===== config.mk =====
export PLATFORM = sky130hd
export DESIGN_NAME = miriscv_mem_arbiter
export DESIGN_NICKNAME = d
export VERILOG_FILES = /design/src/rtl/miriscv_arb_pkg.sv /design/src/rtl/miriscv_arb_route_fifo.sv /design/src/rtl/miriscv_mem_arbiter.sv
export SDC_FILE = /design/constraint.sdc
export NUM_CORES = 1
export LEC_CHECK = 0
export BUFFER_PORTS_ARGS = -buffer_cell sky130_fd_sc_hd__buf_4
export CAP_MARGIN = 20
export CELL_PAD_IN_SITES_DETAIL_PLACEMENT = 1
export CELL_PAD_IN_SITES_GLOBAL_PLACEMENT = 1
export CORE_AREA = 2 2 108 110
export DETAILED_ROUTE_END_ITERATION = 7
export DIE_AREA = 0 0 110 112
export PLACE_DENSITY = 0.81
export SYNTH_ARGS = -nofsm -noshare
export SYNTH_HDL_FRONTEND = slang
export SYNTH_SLANG_ARGS = --single-unit

===== constraint.sdc =====
create_clock -name clk_i -period 3.97 [get_ports clk_i]
set_input_delay 0.1985 -clock clk_i [delete_from_list [all_inputs] [get_ports clk_i]]
set_output_delay 0.1985 -clock clk_i [all_outputs]
set_load 0.03 [all_outputs]

===== src/rtl/miriscv_arb_pkg.sv =====
// Shared types and defaults for the fetch/LSU memory arbiter.
package miriscv_arb_pkg;

  typedef enum logic {ARB_INSTR = 1'b0, ARB_DATA = 1'b1} arb_master_e;

  localparam int unsigned ARB_OUTSTANDING_DEFAULT  = 2;
  localparam int unsigned ARB_STARVE_LIMIT_DEFAULT = 4;
  localparam int unsigned ARB_XLEN_DEFAULT         = 32;

endpackage


===== src/rtl/miriscv_arb_route_fifo.sv =====
// In-order owner FIFO: one arb_master_e entry per accepted, not yet answered transaction.
module miriscv_arb_route_fifo
  import miriscv_arb_pkg::*;
#(
  parameter int unsigned DEPTH = ARB_OUTSTANDING_DEFAULT
) (
  input  logic        clk_i,
  input  logic        arstn_i,
  input  logic        push_i,
  input  arb_master_e push_id_i,
  input  logic        pop_i,
  output logic        full_o,
  output logic        empty_o,
  output arb_master_e head_o
);

  localparam int unsigned PW = (DEPTH > 1) ? $clog2(DEPTH) : 1;
  localparam int unsigned CW = $clog2(DEPTH + 1);

  logic [DEPTH-1:0] slot_q, slot_d;
  logic [PW-1:0]    wr_ptr_q, wr_ptr_d, rd_ptr_q, rd_ptr_d;
  logic [CW-1:0]    cnt_q, cnt_d;
  logic             do_push, do_pop;

  // Pointers wrap explicitly so non-power-of-two depths work.
  function automatic logic [PW-1:0] ptr_inc(input logic [PW-1:0] p);
    return (p == PW'(DEPTH - 1)) ? '0 : p + PW'(1);
  endfunction

  assign empty_o = (cnt_q == '0);
  assign full_o  = (cnt_q == CW'(DEPTH));
  assign head_o  = arb_master_e'(slot_q[rd_ptr_q]);
  assign do_push = push_i & ~full_o;
  assign do_pop  = pop_i & ~empty_o;

  always_comb begin
    slot_d   = slot_q;
    wr_ptr_d = wr_ptr_q;
    rd_ptr_d = rd_ptr_q;
    cnt_d    = cnt_q;
    if (do_push) begin
      slot_d[wr_ptr_q] = push_id_i;
      wr_ptr_d         = ptr_inc(wr_ptr_q);
    end
    if (do_pop) rd_ptr_d = ptr_inc(rd_ptr_q);
    if (do_push && !do_pop) cnt_d = cnt_q + CW'(1);
    if (!do_push && do_pop) cnt_d = cnt_q - CW'(1);
  end

  always_ff @(posedge clk_i or negedge arstn_i) begin
    if (!arstn_i) begin
      slot_q   <= '0;
      wr_ptr_q <= '0;
      rd_ptr_q <= '0;
      cnt_q    <= '0;
    end else begin
      slot_q   <= slot_d;
      wr_ptr_q <= wr_ptr_d;
      rd_ptr_q <= rd_ptr_d;
      cnt_q    <= cnt_d;
    end
  end

endmodule


===== src/rtl/miriscv_mem_arbiter.sv =====
// Fetch/LSU arbiter onto one memory port, with in-order response routing.
// MIRISCV_ARB_RR_EN selects round-robin; otherwise data priority with a fetch starvation guard.
module miriscv_mem_arbiter
  import miriscv_arb_pkg::*;
#(
  parameter int unsigned OUTSTANDING  = ARB_OUTSTANDING_DEFAULT,
  parameter int unsigned STARVE_LIMIT = ARB_STARVE_LIMIT_DEFAULT,
  parameter int unsigned XLEN         = ARB_XLEN_DEFAULT
) (
  input  logic              clk_i,
  input  logic              arstn_i,
  input  logic              instr_req_i,
  input  logic [XLEN-1:0]   instr_addr_i,
  output logic              instr_gnt_o,
  output logic              instr_rvalid_o,
  output logic [XLEN-1:0]   instr_rdata_o,
  input  logic              data_req_i,
  input  logic              data_we_i,
  input  logic [XLEN/8-1:0] data_be_i,
  input  logic [XLEN-1:0]   data_addr_i,
  input  logic [XLEN-1:0]   data_wdata_i,
  output logic              data_gnt_o,
  output logic              data_rvalid_o,
  output logic [XLEN-1:0]   data_rdata_o,
  output logic              mem_req_o,
  output logic              mem_we_o,
  output logic [XLEN/8-1:0] mem_be_o,
  output logic [XLEN-1:0]   mem_addr_o,
  output logic [XLEN-1:0]   mem_wdata_o,
  input  logic              mem_gnt_i,
  input  logic              mem_rvalid_i,
  input  logic [XLEN-1:0]   mem_rdata_i,
  output logic              arb_err_o
);

  logic        fifo_full, fifo_empty, grant, pop;
  logic        arb_err_q, arb_err_d;
  arb_master_e winner, head;

  // Issue is gated by the registered fill level only, so rvalid never reaches mem_req_o.
  assign mem_req_o = (instr_req_i | data_req_i) & ~fifo_full;
  assign grant     = mem_req_o & mem_gnt_i;

`ifdef MIRISCV_ARB_RR_EN
  arb_master_e last_q, last_d;

  always_comb begin
    winner = data_req_i ? ARB_DATA : ARB_INSTR;
    if (instr_req_i && data_req_i) winner = (last_q == ARB_INSTR) ? ARB_DATA : ARB_INSTR;
    last_d = grant ? winner : last_q;
  end

  always_ff @(posedge clk_i or negedge arstn_i) begin
    if (!arstn_i) last_q <= ARB_INSTR;
    else          last_q <= last_d;
  end
`else
  localparam int unsigned SW = $clog2(STARVE_LIMIT + 1);
  logic [SW-1:0] starve_cnt_q, starve_cnt_d;

  always_comb begin
    winner = (instr_req_i && (!data_req_i || starve_cnt_q == SW'(STARVE_LIMIT))) ?
             ARB_INSTR : ARB_DATA;
    starve_cnt_d = starve_cnt_q;
    if (!instr_req_i || (grant && winner == ARB_INSTR)) starve_cnt_d = '0;
    else if (grant && starve_cnt_q != SW'(STARVE_LIMIT)) starve_cnt_d = starve_cnt_q + SW'(1);
  end

  always_ff @(posedge clk_i or negedge arstn_i) begin
    if (!arstn_i) starve_cnt_q <= '0;
    else          starve_cnt_q <= starve_cnt_d;
  end
`endif

  assign instr_gnt_o = grant & (winner == ARB_INSTR);
  assign data_gnt_o  = grant & (winner == ARB_DATA);

  always_comb begin
    mem_we_o    = 1'b0;
    mem_be_o    = '0;
    mem_addr_o  = '0;
    mem_wdata_o = '0;
    if (mem_req_o) begin
      if (winner == ARB_DATA) begin
        mem_we_o    = data_we_i;
        mem_be_o    = data_be_i;
        mem_addr_o  = data_addr_i;
        mem_wdata_o = data_wdata_i;
      end else begin
        mem_be_o   = '1;
        mem_addr_o = instr_addr_i;
      end
    end
  end

  miriscv_arb_route_fifo #(.DEPTH(OUTSTANDING)) u_route_fifo (
    .clk_i     (clk_i),
    .arstn_i   (arstn_i),
    .push_i    (grant),
    .push_id_i (winner),
    .pop_i     (pop),
    .full_o    (fifo_full),
    .empty_o   (fifo_empty),
    .head_o    (head)
  );

  assign pop            = mem_rvalid_i & ~fifo_empty;
  assign instr_rvalid_o = pop & (head == ARB_INSTR);
  assign data_rvalid_o  = pop & (head == ARB_DATA);
  assign instr_rdata_o  = instr_rvalid_o ? mem_rdata_i : '0;
  assign data_rdata_o   = data_rvalid_o ? mem_rdata_i : '0;

  // A response with nothing outstanding is dropped and flagged until reset.
  assign arb_err_d = arb_err_q | (mem_rvalid_i & fifo_empty);
  assign arb_err_o = arb_err_q;

  always_ff @(posedge clk_i or negedge arstn_i) begin
    if (!arstn_i) arb_err_q <= 1'b0;
    else          arb_err_q <= arb_err_d;
  end

endmodule


==> results by group, run 1 <==
Run status
  • Status: finished clean

Synth
  • Post-synthesis register bit count: 10
  • Fraction of registers with async set/reset: between 90% and 100%
  • Primary FF master, synth: dfrtp_1
  • Syn Inst Count: 280
  • Yosys cell types: 39
  • Top cells by area, synth: and2_1, dfrtp_1, nand3_1
  • Synth warnings: 0
  • Sequential-to-total area share from yosys stat: a little over an eighth
  • Post-synthesis net count: 422
  • Synth Area per Inst: between 6 and 7 um2
  • Synth top area share: 33.02%
  • Leading area contributor after synthesis: and2_1
  • EDFF count, synth: 0
  • Area of the mapped netlist: between 0.0015 and 0.002 mm2

Layout
  • FF/Latch Area: around 250 um2
  • Fraction of layout cells with a size suffix above 1: 54.09%
  • Final net count: around 680
  • Fillers: about 1,400
  • Final core occ: 36.69%
  • Post-route insts no fill: 681
  • Number of diodes: 0
  • Finished Cell Area: 0.004100 mm2
  • Area Growth Syn to Fin: 123.1%
  • Footprint of the multi-input gates: approximately 0.0014 mm2

Timing
  • Max Slew Vio Count: 0
  • Post-route worst setup slack: between 1 and 1.5 ns
  • Fin crit period: around 2.6 ns
  • Final Hold Fails: 0
  • Clock skew: between 0.001 and 0.0015 ns
  • TNS Setup: 0 ns
  • RSZ-0062 raised after global routing: no
  • Fmax: around 0.38 GHz
  • Setup-failing EPs final: 0
  • Period utilization: roughly two thirds
  • Worst-Margin Slew: approximately 1.0 ns
  • Hold WS: roughly 0.19 ns
  • Slew HR: between 30% and 40%

Clock tree
  • Post-CTS setup buffer count: 0
  • CTS H-tree lvls: 1
  • CTS Buf Count: 3
  • Max clock buf depth: 2
  • # clock sinks: 10
  • Worst-path clk slew: ~0.04 ns
  • Clk Latency, worst-skew pair: around 0.24 ns
  • CTS tree: done
  • CTS Root Cell: clkbuf_16

Routing
  • DRC viols: 0
  • DRT antenna net count: 0
  • Total Routed Length: 10,560 um
  • Starting DRT DRC Count: 73
  • Drt first pass iters: 4
  • Via count: 3,031
  • Drt wl/cell: roughly 16 um
  • Routed vias/inst: around 4.5

Global routing
  • Grt ovf: 0
  • Number of global-route vias before repair: 3,049
  • Total track usage: between 10% and 20%
  • Largest net degree at the start of global routing: 42
  • First-pass GRT wire length: between 15,000 and 20,000 um
  • Initial antenna violation count: 0

Hold path
  • Hold path depth: 2
  • HP Class: in -> reg

Die
  • Total Die Area: ~0.012 mm2
  • Initial Util: around 16%
  • Chip height: approximately 110 um
  • Core ar.: around 0.011 mm2
  • # rows: 39
  • Ports: between 200 and 300
  • Die width: approximately 110 um

Critical path
  • Worst Setup Start Kind: input pin
  • Worst Reg2Reg Path Length in Cells: 5
  • WP data required: approximately 3.8 ns
  • WS Path Type: in -> out
  • Worst path arrival time: around 2.4 ns
  • Crit path max fanout: just over 40
  • Worst Setup End Kind: primary output

Power and ir drop
  • Max rail drop VDD: between 0.2 and 0.25 mV
  • Power Density: approximately 540 mW/mm2
  • LEAKAGE: about 2.1 nW
  • Power, Total: approximately 2.2 mW

Job
  • Max cap viols: 0

Placed design
  • DPL Wire Length: 8641 um
  • GPL Wtd Cong: about 0.8
  • Buffers on Ports: about 280
  • Inst Count DP: 675
  • Placed cell area: slightly below 0.004 mm2
  • Pre-CTS setup slack: 1.377 ns
## cell usage after synthesis (3+ instances only)
library cell	n
ha_1	3
clkbuf_1	7
nor2_1	4
and2_1	97
o21a_1	4
buf_4	3
a21oi_1	32
buf_2	10
o211ai_1	3
inv_1	7
xnor2_1	4
o21ai_0	32
dfrtp_1	10
nand3_1	33
clkbuf_2	4
## report_power, final
group	internal (mW)	leakage, nW	switching, mW
clock network	0.152	0.0442	0.0487
logic	0.698	1.95	1.12
registers	0.139	0.119	0.0418
total	0.988	2.11	1.21
## cells in the final DEF (no fill, tap or decap), types with 3 or more instances in the layout
cell,Yosys,layout
and2_1,97,97
dfrtp_1,10,10
xnor2_1,4,4
ha_1,3,3
a21oi_1,32,32
o211ai_1,3,3
nand3_1,33,33
clkbuf_16,0,3
buf_4,3,277
nor2_1,4,4
inv_1,7,7
o21ai_0,32,32
o21a_1,4,4
## metal layers
layer	track usage (%)	up-vias	share of wire, %
met2	30.10	163	52
met1	15.68	1388	35
met4	4.304	0	1.9
li1	-	1466	-
met5	0	-	0
met3	4.333	14	11
## repair_timing
action | in CTS | in global routing
hold buffers | 1 | 0
hold endpoints to repair | 10 | 0
resized for setup | 0 | 0
## final cells by class
class | instances | area share (%)
multi-input cells | 237 | 35.00
well taps | 143 | 4.364
flip-flops and latches | 10 | 6.103
inverters | 8 | 0.7324
repair buffers | 279 | 51.63
clock buffers | 4 | 2.167
## cell families (layout without fill, tap and decap cells)
group	count (synthesis)	in the layout	synth area share [%]
mux	1	1	0.5446
buf+inv	33	291	8.305
xor+xnor	5	5	2.382
flops	10	10	13.61
simple gates	146	146	47.31
compound gates	82	82	25.80
fa+ha+maj	3	3	2.042
## critical path, cell delays in order
cell and delay, ns:
buf_4 0.34, clkinv_1 0.82, nor2_1 0.72, o21a_1 0.18, buf_4 0.15
## final timing paths
| kind | start | slack (ns) | to |
|---|---|---|---|
| worst max-delay path | instr_req_i | 1.35 | mem_be_o[0] |
| worst min register to register | arb_err_o | 0.46 | arb_err_o |
| max in group asynchronous | arstn_i | 3.49 | u_route_fifo.cnt_q[0] |
| min in group asynchronous | arstn_i | 0.34 | arb_err_o |
| worst max register to register | starve_cnt_q[0] | 1.90 | u_route_fifo.slot_q[0] |
| worst min-delay path | mem_rvalid_i | 0.19 | arb_err_o |
## registers in the layout, indices dropped and copies added (netlist names)
| signal | count |
|---|---|
| arb_err_o | 1 |
| starve_cnt_q | 3 |
| u_route_fifo.slot_q | 2 |
| u_route_fifo.wr_ptr_q | 1 |
| u_route_fifo.rd_ptr_q | 1 |
| u_route_fifo.cnt_q | 2 |
Note: power is estimated with default switching activity, not from simulation.
==> run 2: changes to the inputs <==
- ABC_AREA: default -> 1
- CORE_AREA: 2 2 108 110 -> 2 2 118 120
- DIE_AREA: 0 0 110 112 -> 0 0 120 122
- PLACE_DENSITY: 0.81 -> 0.76
- clock period: 3.97 -> 2.2 ns (I/O delays scaled with it)
==> run 2 against run 1 <==
Synthesized cell count is 28% higher; first-iteration DRC count is 18% lower; combinational power is 96% higher; worst setup slack worse by 1.1 ns; sequential cell count stayed put; cell count is 17% higher; clock skew is 0.00053 ns higher; routed wire length is 7.5% lower; critical path depth is 4 higher; synthesized area is 0.27% higher; sequential power is 63% higher; largest cell class unchanged; largest power group unchanged.
==> results by group, run 2 <==
Run status
  • Status: finished clean

Synth
  • Fraction of registers with async set/reset: between 90% and 100%
  • Most instantiated library cell after synthesis: nor2_1
  • Synth cell count leaders: nor2_1, nand2_1, inv_1, o21ai_0, nor2_2
  • EDFF count, synth: 0
  • Post-synthesis net count: about 500
  • Top cells by area, synth: nor2_1, dfrtp_1, nor2_2
  • Syn Inst Count: 357
  • Synth Area per Inst: slightly above 5 um2
  • Primary FF master, synth: dfrtp_1
  • Post-synthesis register bit count: 10
  • Synth top area share: between 20% and 30%
  • Sequential-to-total area share from yosys stat: 13.58%
  • Area of the mapped netlist: around 0.0018 mm2
  • Leading area contributor after synthesis: nor2_1
  • Yosys cell types: 23
  • Synth warnings: 0

Clock tree
  • Max clock buf depth: 2
  • Worst-path clk slew: 0.04 ns
  • CTS H-tree lvls: 1
  • CTS tree: done
  • Clk Latency, worst-skew pair: 0.24 ns
  • # clock sinks: 10
  • CTS Root Cell: clkbuf_16
  • Post-CTS setup buffer count: 0
  • CTS Buf Count: 3

Die
  • Ports: 278
  • # rows: 43
  • Total Die Area: between 0.01 and 0.015 mm2
  • Core ar.: approximately 0.014 mm2
  • Chip height: between 100 and 150 um
  • Die width: around 120 um
  • Initial Util: between 10 and 15%

Placed design
  • Buffers on Ports: between 200 and 300
  • GPL Wtd Cong: slightly above 0.7
  • Placed cell area: ~0.004 mm2
  • Pre-CTS setup slack: approximately 0.48 ns
  • DPL Wire Length: 8217 um

Timing
  • Clock skew: ~0.0016 ns
  • Period utilization: about nine tenths
  • Worst-Margin Slew: ~0.52 ns
  • Final Hold Fails: 0
  • Max Slew Vio Count: 0
  • RSZ-0062 raised after global routing: no
  • Slew HR: ~65%
  • Post-route worst setup slack: between 0.2 and 0.25 ns
  • Fin crit period: approximately 2 ns
  • Fmax: about 0.51 GHz
  • TNS Setup: 0 ns
  • Setup-failing EPs final: 0

Layout
  • Fraction of layout cells with a size suffix above 1: between 50% and 60%
  • Finished Cell Area: 0.004120 mm2
  • Area Growth Syn to Fin: 123.6%
  • Most frequent cells in the layout: buf_4, nor2_1, nand2_1
  • Most flop-heavy register: starve_cnt_q
  • Largest register FFs: 3
  • Final net count: between 700 and 800
  • Final core occ: a little under a third
  • Commonest non-fill, non-tap cell in the layout: buf_4
  • Number of diodes: 0
  • Biggest regs: starve_cnt_q (3), u_route_fifo.cnt_q (2), u_route_fifo.slot_q (2)

Job
  • Max cap viols: 0

Critical path
  • WP data required: approximately 2.1 ns
  • CP cell instances: inv_1 > ha_1 > nand2_1 > nand2_1 > nand2_2 > buf_4 > o21ai_0 > nor2_1 > buf_4
  • Buffers and inverters on the worst path: 3
  • Worst reg-to-reg setup slack: between 0.5 and 0.6 ns
  • Worst Setup End Kind: primary output
  • Crit path max fanout: 38
  • WS Path Type: reg -> out
  • Top delay family on crit path: buffers and inverters
  • CP max stage cell: dfrtp_1
  • Slowest stage delay, CP: about 0.34 ns
  • Worst Setup Start Kind: register
  • Worst path arrival time: 1.86 ns

Routing
  • Drt wl/cell: approximately 12 um
  • DRT antenna net count: 0
  • Drt first pass iters: 4
  • Via count: around 3,200
  • DRC viols: 0
  • Total Routed Length: 9772 um
  • Routed vias/inst: 3.959
  • Starting DRT DRC Count: 60

Power and ir drop
  • Power Density: roughly 1000 mW/mm2
  • Max rail drop VDD: 0.2820 mV
  • LEAKAGE: between 2 and 2.5 nW

Hold path
  • HP Class: in -> reg

Global routing
  • Initial antenna violation count: 0
  • Grt ovf: 0
  • Largest net degree at the start of global routing: 39
  • Total track usage: a little under an eighth
  • Number of global-route vias before repair: 3,226
  • First-pass GRT wire length: 14,630 um
==> run 2: cell count changes after synthesis, moves of 6 or more <==
cell     delta
nor2_1    +137
and2_1     -97
nand2_1    +45
inv_1      +34
nand3_1    -30
nor2_2     +29
a21oi_1    -28
buf_6       +8
inv_2       +6
==> run 2: cell families (layout without fill, tap and decap cells) <==
group / after synthesis / count (layout) / synth area share (%)
AND/OR/NAND/NOR: 227 / 227 / 51.87
buffers and inverters: 71 / 334 / 18.81
flip-flops: 10 / 10 / 13.58
adder cells (fa/ha/maj): 3 / 3 / 2.037
XOR/XNOR: 4 / 4 / 1.901
AO/OA/AOI/OAI: 42 / 42 / 11.81
==> run 2: metal layers <==
layer / vias to the layer above / part of all wire, % / global-route usage, %
li1: 1575 / - / -
met5: - / 0 / 0
met3: 7 / 13 / 4.213
met1: 1396 / 35 / 11.60
met2: 189 / 51 / 24.33
met4: 0 / 0.78 / 1.838
==> run 2: timing repair <==
action                                 4_1_cts  5_1_grt
hold buffers                                 1        0
endpoints found under the hold margin       10        0
resized for setup                            0        0
==> run 2: area by class of cell <==
type / count / area, um2
Clock buffer: 3 / 75.07
Fill cell: 1801 / 9384
Inverter: 47 / 176.4
Multi-Input combinational cell: 276 / 1246
Sequential cell: 10 / 250.2
Tap cell: 180 / 225.2
Timing Repair Buffer: 284 / 2147
==> run 2: worst min-delay path: stages <==
cell and delay, ns:
buf_4 0.13, inv_2 0.06, a21oi_1 0.04
==> run 2: worst paths after layout <==
check | startpoint | to | cells after the start
setup reg to reg | u_route_fifo.cnt_q[0] | u_route_fifo.cnt_q[1] | 7
setup / recovery | starve_cnt_q[0] | mem_addr_o[25] | 9
hold / removal | instr_req_i | starve_cnt_q[2] | 3
min in group asynchronous | arstn_i | u_route_fifo.cnt_q[1] | 2
max in group asynchronous | arstn_i | starve_cnt_q[0] | 2
hold reg to reg | u_route_fifo.slot_q[1] | u_route_fifo.slot_q[1] | 2
==> run 2: power by group <==
part | switching [mW] | leakage [nW] | total (mW) | internal [mW]
logic | 2.34 | 2.26 | 3.56 | 1.22
clock network | 0.0842 | 0.0370 | 0.320 | 0.236
registers | 0.0444 | 0.121 | 0.294 | 0.250
==> run 2: per-stage QoR <==
stage	std cells	hold WS, ns	total power, mW
after global routing	800	0.1485	4.453
after detailed placement	796	-0.04955	3.899
after CTS	800	0.1371	4.232
final	800	0.1371	4.173
after floorplan	357	-0.1856	2.639
after global placement	796	-0.05163	3.873
